`config.mk`:
```
export PLATFORM = sky130hd
export DESIGN_NAME = port_requester
export DESIGN_NICKNAME = d
export VERILOG_FILES = /design/src/rtl/port_requester.sv
export SDC_FILE = /design/constraint.sdc
export NUM_CORES = 1
export LEC_CHECK = 0
export CELL_PAD_IN_SITES_DETAIL_PLACEMENT = 1
export CELL_PAD_IN_SITES_GLOBAL_PLACEMENT = 2
export CORE_MARGIN = 10
export CORE_UTILIZATION = 24
export DETAILED_ROUTE_END_ITERATION = 16
export GPL_TIMING_DRIVEN = 0
export PLACE_DENSITY = 0.84
export SETUP_SLACK_MARGIN = 0.3
export SLEW_MARGIN = 20
export SYNTH_ARGS = -nofsm -noshare
export SYNTH_HDL_FRONTEND = slang
export SYNTH_SLANG_ARGS = --single-unit
export TNS_END_PERCENT = 20
```
`constraint.sdc`:
```
create_clock -name i_clk -period 3.21 [get_ports i_clk]
set_clock_uncertainty 0.05 [all_clocks]
set_input_delay 0.642 -clock i_clk [delete_from_list [all_inputs] [get_ports i_clk]]
set_output_delay 0.642 -clock i_clk [all_outputs]
set_load 0.03 [all_outputs]
```
`src/rtl/port_requester.sv`:
```
// Input-port side of the output-port arbitration handshake: requests the SOP's
// destination port, backs off on refusal/timeout, and streams the packet on grant.
module port_requester #(
  parameter int NUM_PORTS   = 16,
  parameter int DATA_W      = 32,
  parameter int DEST_W      = 4,
  parameter int BACKOFF_CYC = 8,
  parameter int REQ_TIMEOUT = 64
) (
  input  logic                 i_clk,
  input  logic                 i_rst,
  input  logic                 i_pkt_valid,
  input  logic                 i_pkt_sop,
  input  logic                 i_pkt_eop,
  input  logic [DEST_W-1:0]    i_pkt_dest,
  input  logic [DATA_W-1:0]    i_pkt_data,
  output logic                 o_pkt_ready,
  input  logic [NUM_PORTS-1:0] i_port_ready,
  output logic [NUM_PORTS-1:0] o_req,
  input  logic [NUM_PORTS-1:0] i_resp,
  input  logic [NUM_PORTS-1:0] i_nresp,
  output logic [DATA_W-1:0]    o_data,
  output logic                 o_valid,
  output logic                 o_eop,
  output logic                 o_timeout,
  output logic                 o_err
);

  // state   | meaning
  // S_IDLE  | waiting for an SOP whose output port is ready
  // S_REQ   | o_req held, waiting for resp/nresp or timeout
  // S_XFER  | granted, streaming beats while resp stays high
  // S_BACKOFF | o_req dropped, counting down before re-requesting
  typedef enum logic [1:0] {S_IDLE, S_REQ, S_XFER, S_BACKOFF} state_t;

  localparam int TMO_W = (REQ_TIMEOUT > 1) ? $clog2(REQ_TIMEOUT) : 1;
  localparam int BO_W  = (BACKOFF_CYC > 1) ? $clog2(BACKOFF_CYC) : 1;
  localparam logic [TMO_W-1:0]     TMO_LAST = TMO_W'(REQ_TIMEOUT - 1);
  // Loading N-1 and leaving at zero gives exactly N cycles with o_req low.
  localparam logic [BO_W-1:0]      BO_LOAD  = BO_W'(BACKOFF_CYC - 1);
  localparam logic [NUM_PORTS-1:0] ONE      = NUM_PORTS'(1);

  state_t                r_state;
  logic [DEST_W-1:0]     r_dest;
  logic [TMO_W-1:0]      r_tmo_cnt;
  logic [BO_W-1:0]       r_bo_cnt;
  logic [NUM_PORTS-1:0]  r_req;
  logic [DATA_W-1:0]     r_data;
  logic                  r_valid;
  logic                  r_eop;
  logic                  r_timeout;

  logic [NUM_PORTS-1:0]  w_dest_oh;
  logic [NUM_PORTS-1:0]  w_in_oh;
  logic                  w_in_rdy;
  logic                  w_port_rdy;
  logic                  w_resp;
  logic                  w_nresp;
  logic                  w_drop;
  logic                  w_accept;

  assign w_dest_oh  = ONE << r_dest;
  assign w_in_oh    = ONE << i_pkt_dest;
  assign w_in_rdy   = |(i_port_ready & w_in_oh);
  assign w_port_rdy = |(i_port_ready & w_dest_oh);
  assign w_resp     = |(i_resp & w_dest_oh);
  assign w_nresp    = |(i_nresp & w_dest_oh);

  assign w_drop   = !i_rst && (r_state == S_IDLE) && i_pkt_valid && !i_pkt_sop;
  assign w_accept = !i_rst && (r_state == S_XFER) && w_resp && i_pkt_valid;

  assign o_pkt_ready = w_drop || (!i_rst && (r_state == S_XFER) && w_resp);
  assign o_err       = w_drop;
  assign o_req       = r_req;
  assign o_data      = r_data;
  assign o_valid     = r_valid;
  assign o_eop       = r_eop;
  assign o_timeout   = r_timeout;

  always_ff @(posedge i_clk) begin
    if (i_rst) begin
      r_state   <= S_IDLE;
      r_dest    <= '0;
      r_tmo_cnt <= '0;
      r_bo_cnt  <= '0;
      r_req     <= '0;
      r_data    <= '0;
      r_valid   <= 1'b0;
      r_eop     <= 1'b0;
      r_timeout <= 1'b0;
    end else begin
      r_valid   <= 1'b0;
      r_eop     <= 1'b0;
      r_timeout <= 1'b0;
      case (r_state)
        S_IDLE: begin
          if (i_pkt_valid && i_pkt_sop && w_in_rdy) begin
            r_dest    <= i_pkt_dest;
            r_req     <= w_in_oh;
            r_tmo_cnt <= '0;
            r_state   <= S_REQ;
          end
        end
        S_REQ: begin
          if (w_resp) begin
            r_state <= S_XFER;
          end else if (w_nresp) begin
            r_req    <= '0;
            r_bo_cnt <= BO_LOAD;
            r_state  <= S_BACKOFF;
          end else if (r_tmo_cnt == TMO_LAST) begin
            r_timeout <= 1'b1;
            r_req     <= '0;
            r_bo_cnt  <= BO_LOAD;
            r_state   <= S_BACKOFF;
          end else begin
            r_tmo_cnt <= r_tmo_cnt + 1'b1;
          end
        end
        S_XFER: begin
          if (w_accept) begin
            r_data  <= i_pkt_data;
            r_valid <= 1'b1;
            if (i_pkt_eop) begin
              r_eop   <= 1'b1;
              r_req   <= '0;
              r_state <= S_IDLE;
            end
          end
        end
        S_BACKOFF: begin
          if (r_bo_cnt != '0) begin
            r_bo_cnt <= r_bo_cnt - 1'b1;
          end else if (w_port_rdy) begin
            r_req     <= w_dest_oh;
            r_tmo_cnt <= '0;
            r_state   <= S_REQ;
          end
        end
        default: r_state <= S_IDLE;
      endcase
    end
  end

endmodule

```
==> impl_metrics.prom <==
# TYPE chip_impl_metric gauge
chip_impl_info{name="critical_path.endpoint_type",value="output port"} 1
chip_impl_metric{name="final_core_util",unit="%"} 38.4
chip_impl_metric{name="synthesis.area_per_instance",unit="um2"} 8.08
chip_impl_info{name="status",value="complete, no violations"} 1
chip_impl_metric{name="fin_crit_sh",unit="%"} 88.0
chip_impl_info{name="timing.hold.worst.class",value="flop to flop"} 1
chip_impl_metric{name="timing.max_cap.violations",unit=""} 0
chip_impl_metric{name="post-synth-top-area-fraction",unit="%"} 35.5
chip_impl_metric{name="finalCriticalPeriod",unit="ns"} 2.83
chip_impl_info{name="clk_root_buffer_cell",value="sky130_fd_sc_hd__clkbuf_16"} 1
chip_impl_metric{name="antenna_found_initial",unit=""} 0
chip_impl_metric{name="flow.area_growth_from_synthesis",unit="%"} 56.7
chip_impl_metric{name="dpl_worst_slack",unit="ns"} -0.388
chip_impl_info{name="clock_tree_from_tritoncts",value="yes"} 1
chip_impl_metric{name="gp_routability_congestion",unit=""} 0.867
chip_impl_metric{name="clk_latency",unit="ns"} 0.33
chip_impl_metric{name="post_dp_cell_area",unit="mm2"} 0.00537
chip_impl_info{name="endpoint_of_the_most_critical_setup_path",value="o_pkt_ready"} 1
chip_impl_metric{name="timing.hold.ws",unit="ns"} 0.424
chip_impl_metric{name="hold_violations",unit=""} 0
chip_impl_metric{name="numCtsBuffers",unit=""} 9
chip_impl_metric{name="reg2reg_depth",unit=""} 9
chip_impl_metric{name="std_cell_rows",unit=""} 45
chip_impl_metric{name="drt_drc_violations_left",unit=""} 0
chip_impl_info{name="synth_common_cells",value="sky130_fd_sc_hd__dfxtp_1, sky130_fd_sc_hd__nand3_1, sky130_fd_sc_hd__inv_1, sky130_fd_sc_hd__o21ai_0, sky130_fd_sc_hd__clkbuf_1"} 1
chip_impl_metric{name="design_power_total",unit="mW"} 2.83
chip_impl_metric{name="worst_setup_hold_path_clk_slew",unit="ns"} 0.05
chip_impl_info{name="synth_top_cell_by_area",value="sky130_fd_sc_hd__dfxtp_1"} 1
chip_impl_metric{name="detail_route.vias_per_cell",unit=""} 5.01
chip_impl_metric{name="synth_nets",unit=""} 557
chip_impl_metric{name="asyncSetResetFlopFracSynth",unit="%"} 0
chip_impl_metric{name="core_region_area",unit="mm2"} 0.0152
chip_impl_metric{name="drt-initial-drc-count",unit=""} 213
chip_impl_info{name="worst_setup_path_start_kind",value="input pin"} 1
chip_impl_metric{name="fraction_of_layout_cells_with_a_size_suffix_above_1",unit="%"} 11.3
chip_impl_metric{name="crit_path_max_fanout",unit=""} 3
chip_impl_metric{name="final-max-slew-violation-count",unit=""} 0
chip_impl_metric{name="reg2reg_slack",unit="ns"} 0.44
chip_impl_info{name="path_class",value="input pin to output port"} 1
chip_impl_metric{name="report.final.setup_viol",unit=""} 0
chip_impl_metric{name="vias",unit=""} 4051
chip_impl_info{name="synthFlopType",value="sky130_fd_sc_hd__dfxtp_1"} 1
chip_impl_metric{name="syn_inst",unit=""} 461
chip_impl_metric{name="worst-slew-pin-transition",unit="ns"} 0.515
chip_impl_metric{name="required_time_of_the_worst_setup_path",unit="ns"} 2.52
chip_impl_info{name="synth_most_common_cell",value="sky130_fd_sc_hd__dfxtp_1"} 1
chip_impl_metric{name="io_pins",unit=""} 142
chip_impl_metric{name="first_pass_grt_wire_length",unit="mm"} 23.8
chip_impl_info{name="cp-startpoint",value="i_resp[15]"} 1
chip_impl_metric{name="grt_pass1_vias",unit=""} 4522
chip_impl_metric{name="finalNetCount",unit=""} 711
chip_impl_metric{name="overall_die_width",unit="um"} 145
chip_impl_metric{name="global_route.usage.total",unit="%"} 14.3
chip_impl_metric{name="chipHeight",unit="um"} 145
chip_impl_metric{name="floorplan.initialDensity",unit="%"} 24.5
chip_impl_metric{name="worstPathArrival",unit="ns"} 2.13
chip_impl_metric{name="clock_sinks",unit=""} 66
chip_impl_metric{name="postLayoutCellArea",unit="mm2"} 0.00584
chip_impl_info{name="rsz0062_at_grt",value="true"} 1
chip_impl_metric{name="synth_area",unit="mm2"} 0.00373
chip_impl_metric{name="synth.lib_cells_used.distinct",unit=""} 58
chip_impl_metric{name="cts_buffer_depth",unit=""} 2
chip_impl_metric{name="yosys_register_bits",unit=""} 66
chip_impl_info{name="reg2reg_to",value="r_tmo_cnt[2]"} 1
chip_impl_metric{name="cts_htree_levels",unit=""} 3
chip_impl_metric{name="dp_hpwl",unit="mm"} 11.8
chip_impl_metric{name="gr-total-overflow",unit=""} 0
chip_impl_metric{name="drt_pass1_iterations",unit=""} 4
chip_impl_metric{name="pin_count_of_the_biggest_net_entering_global_routing",unit=""} 12
chip_impl_metric{name="power_leakage",unit="nW"} 2.16
chip_impl_metric{name="synth-edff-count",unit=""} 0
chip_impl_metric{name="timing.max_slew.rel_slack",unit="%"} 65.7
chip_impl_metric{name="design.die.area",unit="mm2"} 0.0209
chip_impl_metric{name="io_buffers",unit=""} 141
chip_impl_metric{name="power_density",unit="mW/mm2"} 485
chip_impl_metric{name="finalWorstSetupSlack",unit="ns"} 0.384
chip_impl_metric{name="max_freq",unit="MHz"} 354
chip_impl_metric{name="yosysWarningCount",unit=""} 0
chip_impl_info{name="synth.top_cells.by_area",value="sky130_fd_sc_hd__dfxtp_1, sky130_fd_sc_hd__nand3_1, sky130_fd_sc_hd__o21ai_0"} 1
chip_impl_metric{name="routedWlPerCell",unit="um"} 18.4
chip_impl_metric{name="n_antenna_cell",unit=""} 0
chip_impl_metric{name="sequential_share_of_the_synthesized_area",unit="%"} 35.5
chip_impl_metric{name="route.final.wire_length",unit="mm"} 14.9
chip_impl_info{name="r2r-start",value="r_dest[1]"} 1
chip_impl_metric{name="detail-route-antenna-nets",unit=""} 0
chip_impl_metric{name="vdd.ir_drop.worst",unit="mV"} 0.308
worst min-delay path by stage:
| stage | depth (start not counted) | startpoint | end |
|---|---|---|---|
| finish | 2 | o_data[29] | o_data[29] |
| global route | 2 | o_data[3] | o_data[3] |
| CTS | 2 | o_data[29] | o_data[29] |
| detailed placement | 2 | o_data[1] | o_data[1] |
| global placement | 2 | o_data[9] | o_data[9] |
| floorplan | 2 | r_tmo_cnt[5] | r_tmo_cnt[5] |
what timing repair did:
| action | 4_1_cts | 5_1_grt |
|---|---|---|
| endpoints found under the setup margin | 47 | 36 |
| pin swaps | 2 | 5 |
| hold buffers | 0 | 0 |
| gates resized for setup | 31 | 39 |
| setup buffers | 1 | 1 |
worst max-delay path, cell delays in order:
cell and delay, ns:
sky130_fd_sc_hd__clkdlybuf4s15_1 0.16, sky130_fd_sc_hd__mux4_2 0.46, sky130_fd_sc_hd__and3_4 0.20, sky130_fd_sc_hd__a211oi_4 0.24
sky130_fd_sc_hd__a21oi_2 0.10, sky130_fd_sc_hd__nand2_1 0.11, sky130_fd_sc_hd__nand2b_1 0.07, sky130_fd_sc_hd__buf_6 0.14
metrics by stage:
| stage | setup TNS, ns | std cells |
|---|---|---|
| global placement | -6.22 | 790 |
| finish | 0 | 808 |
| detailed placement | -9.57 | 790 |
| CTS | 0 | 807 |
| global route | 0 | 808 |
| floorplan | 0 | 461 |
area by class of cell:
cell class / count / area [um2]
Timing Repair Buffer: 143 / 1430
Fill cell: 1824 / 9360
Clock buffer: 11 / 243
Tap cell: 188 / 235
Clock inverter: 5 / 53.8
Inverter: 48 / 180
Multi-Input combinational cell: 310 / 2150
Buffer: 37 / 220
Sequential cell: 66 / 1330
cell families after synthesis:
| family | after synthesis | synth area share [%] |
|---|---|---|
| AOI/OAI and AO/OA | 137 | 24.5 |
| DFF | 66 | 35.5 |
| adders and majority gates | 7 | 2.35 |
| muxes | 22 | 7.22 |
| buffers and inverters | 85 | 9.57 |
| and+or+nand+nor | 144 | 20.9 |
sequential cells by signal, summed over array words and instances (netlist names):
signal     flops
o_data        32
o_req         16
o_timeout      1
r_state        2
o_eop          1
r_tmo_cnt      6
r_bo_cnt       3
o_valid        1
r_dest         4
metal layers:
metal | wire [um] | vias up | track usage, %
li1 | - | 1990 | -
met1 | 5970 | 1930 | 15.3
met2 | 7260 | 120 | 24.7
met3 | 1490 | 11 | 7.28
met4 | 146 | 0 | 3.03
met5 | 0 | - | 0
where the power goes:
part | switching (mW) | leakage, nW | internal, mW
Clock | 0.366 | 0.149 | 0.619
Combinational | 0.520 | 1.48 | 0.400
Sequential | 0.0424 | 0.535 | 0.887
Total | 0.928 | 2.16 | 1.91
layout by cell type, fill, tap and decap left out, types with 9 or more instances in the layout:
cell type / synthesis / layout
sky130_fd_sc_hd__a31oi_1: 10 / 10
sky130_fd_sc_hd__clkbuf_16: 0 / 9
sky130_fd_sc_hd__mux2i_1: 13 / 13
sky130_fd_sc_hd__nand2_1: 20 / 19
sky130_fd_sc_hd__inv_1: 48 / 48
sky130_fd_sc_hd__nand3_1: 52 / 52
sky130_fd_sc_hd__nor2_1: 17 / 14
sky130_fd_sc_hd__a311oi_1: 17 / 14
sky130_fd_sc_hd__clkbuf_1: 23 / 17
sky130_fd_sc_hd__o21ai_0: 45 / 44
sky130_fd_sc_hd__a21oi_1: 22 / 21
sky130_fd_sc_hd__clkdlybuf4s50_1: 0 / 132
sky130_fd_sc_hd__a22oi_1: 9 / 9
sky130_fd_sc_hd__buf_4: 6 / 10
sky130_fd_sc_hd__dfxtp_1: 66 / 65
No activity file was read; power rests on OpenSTA's default activity.
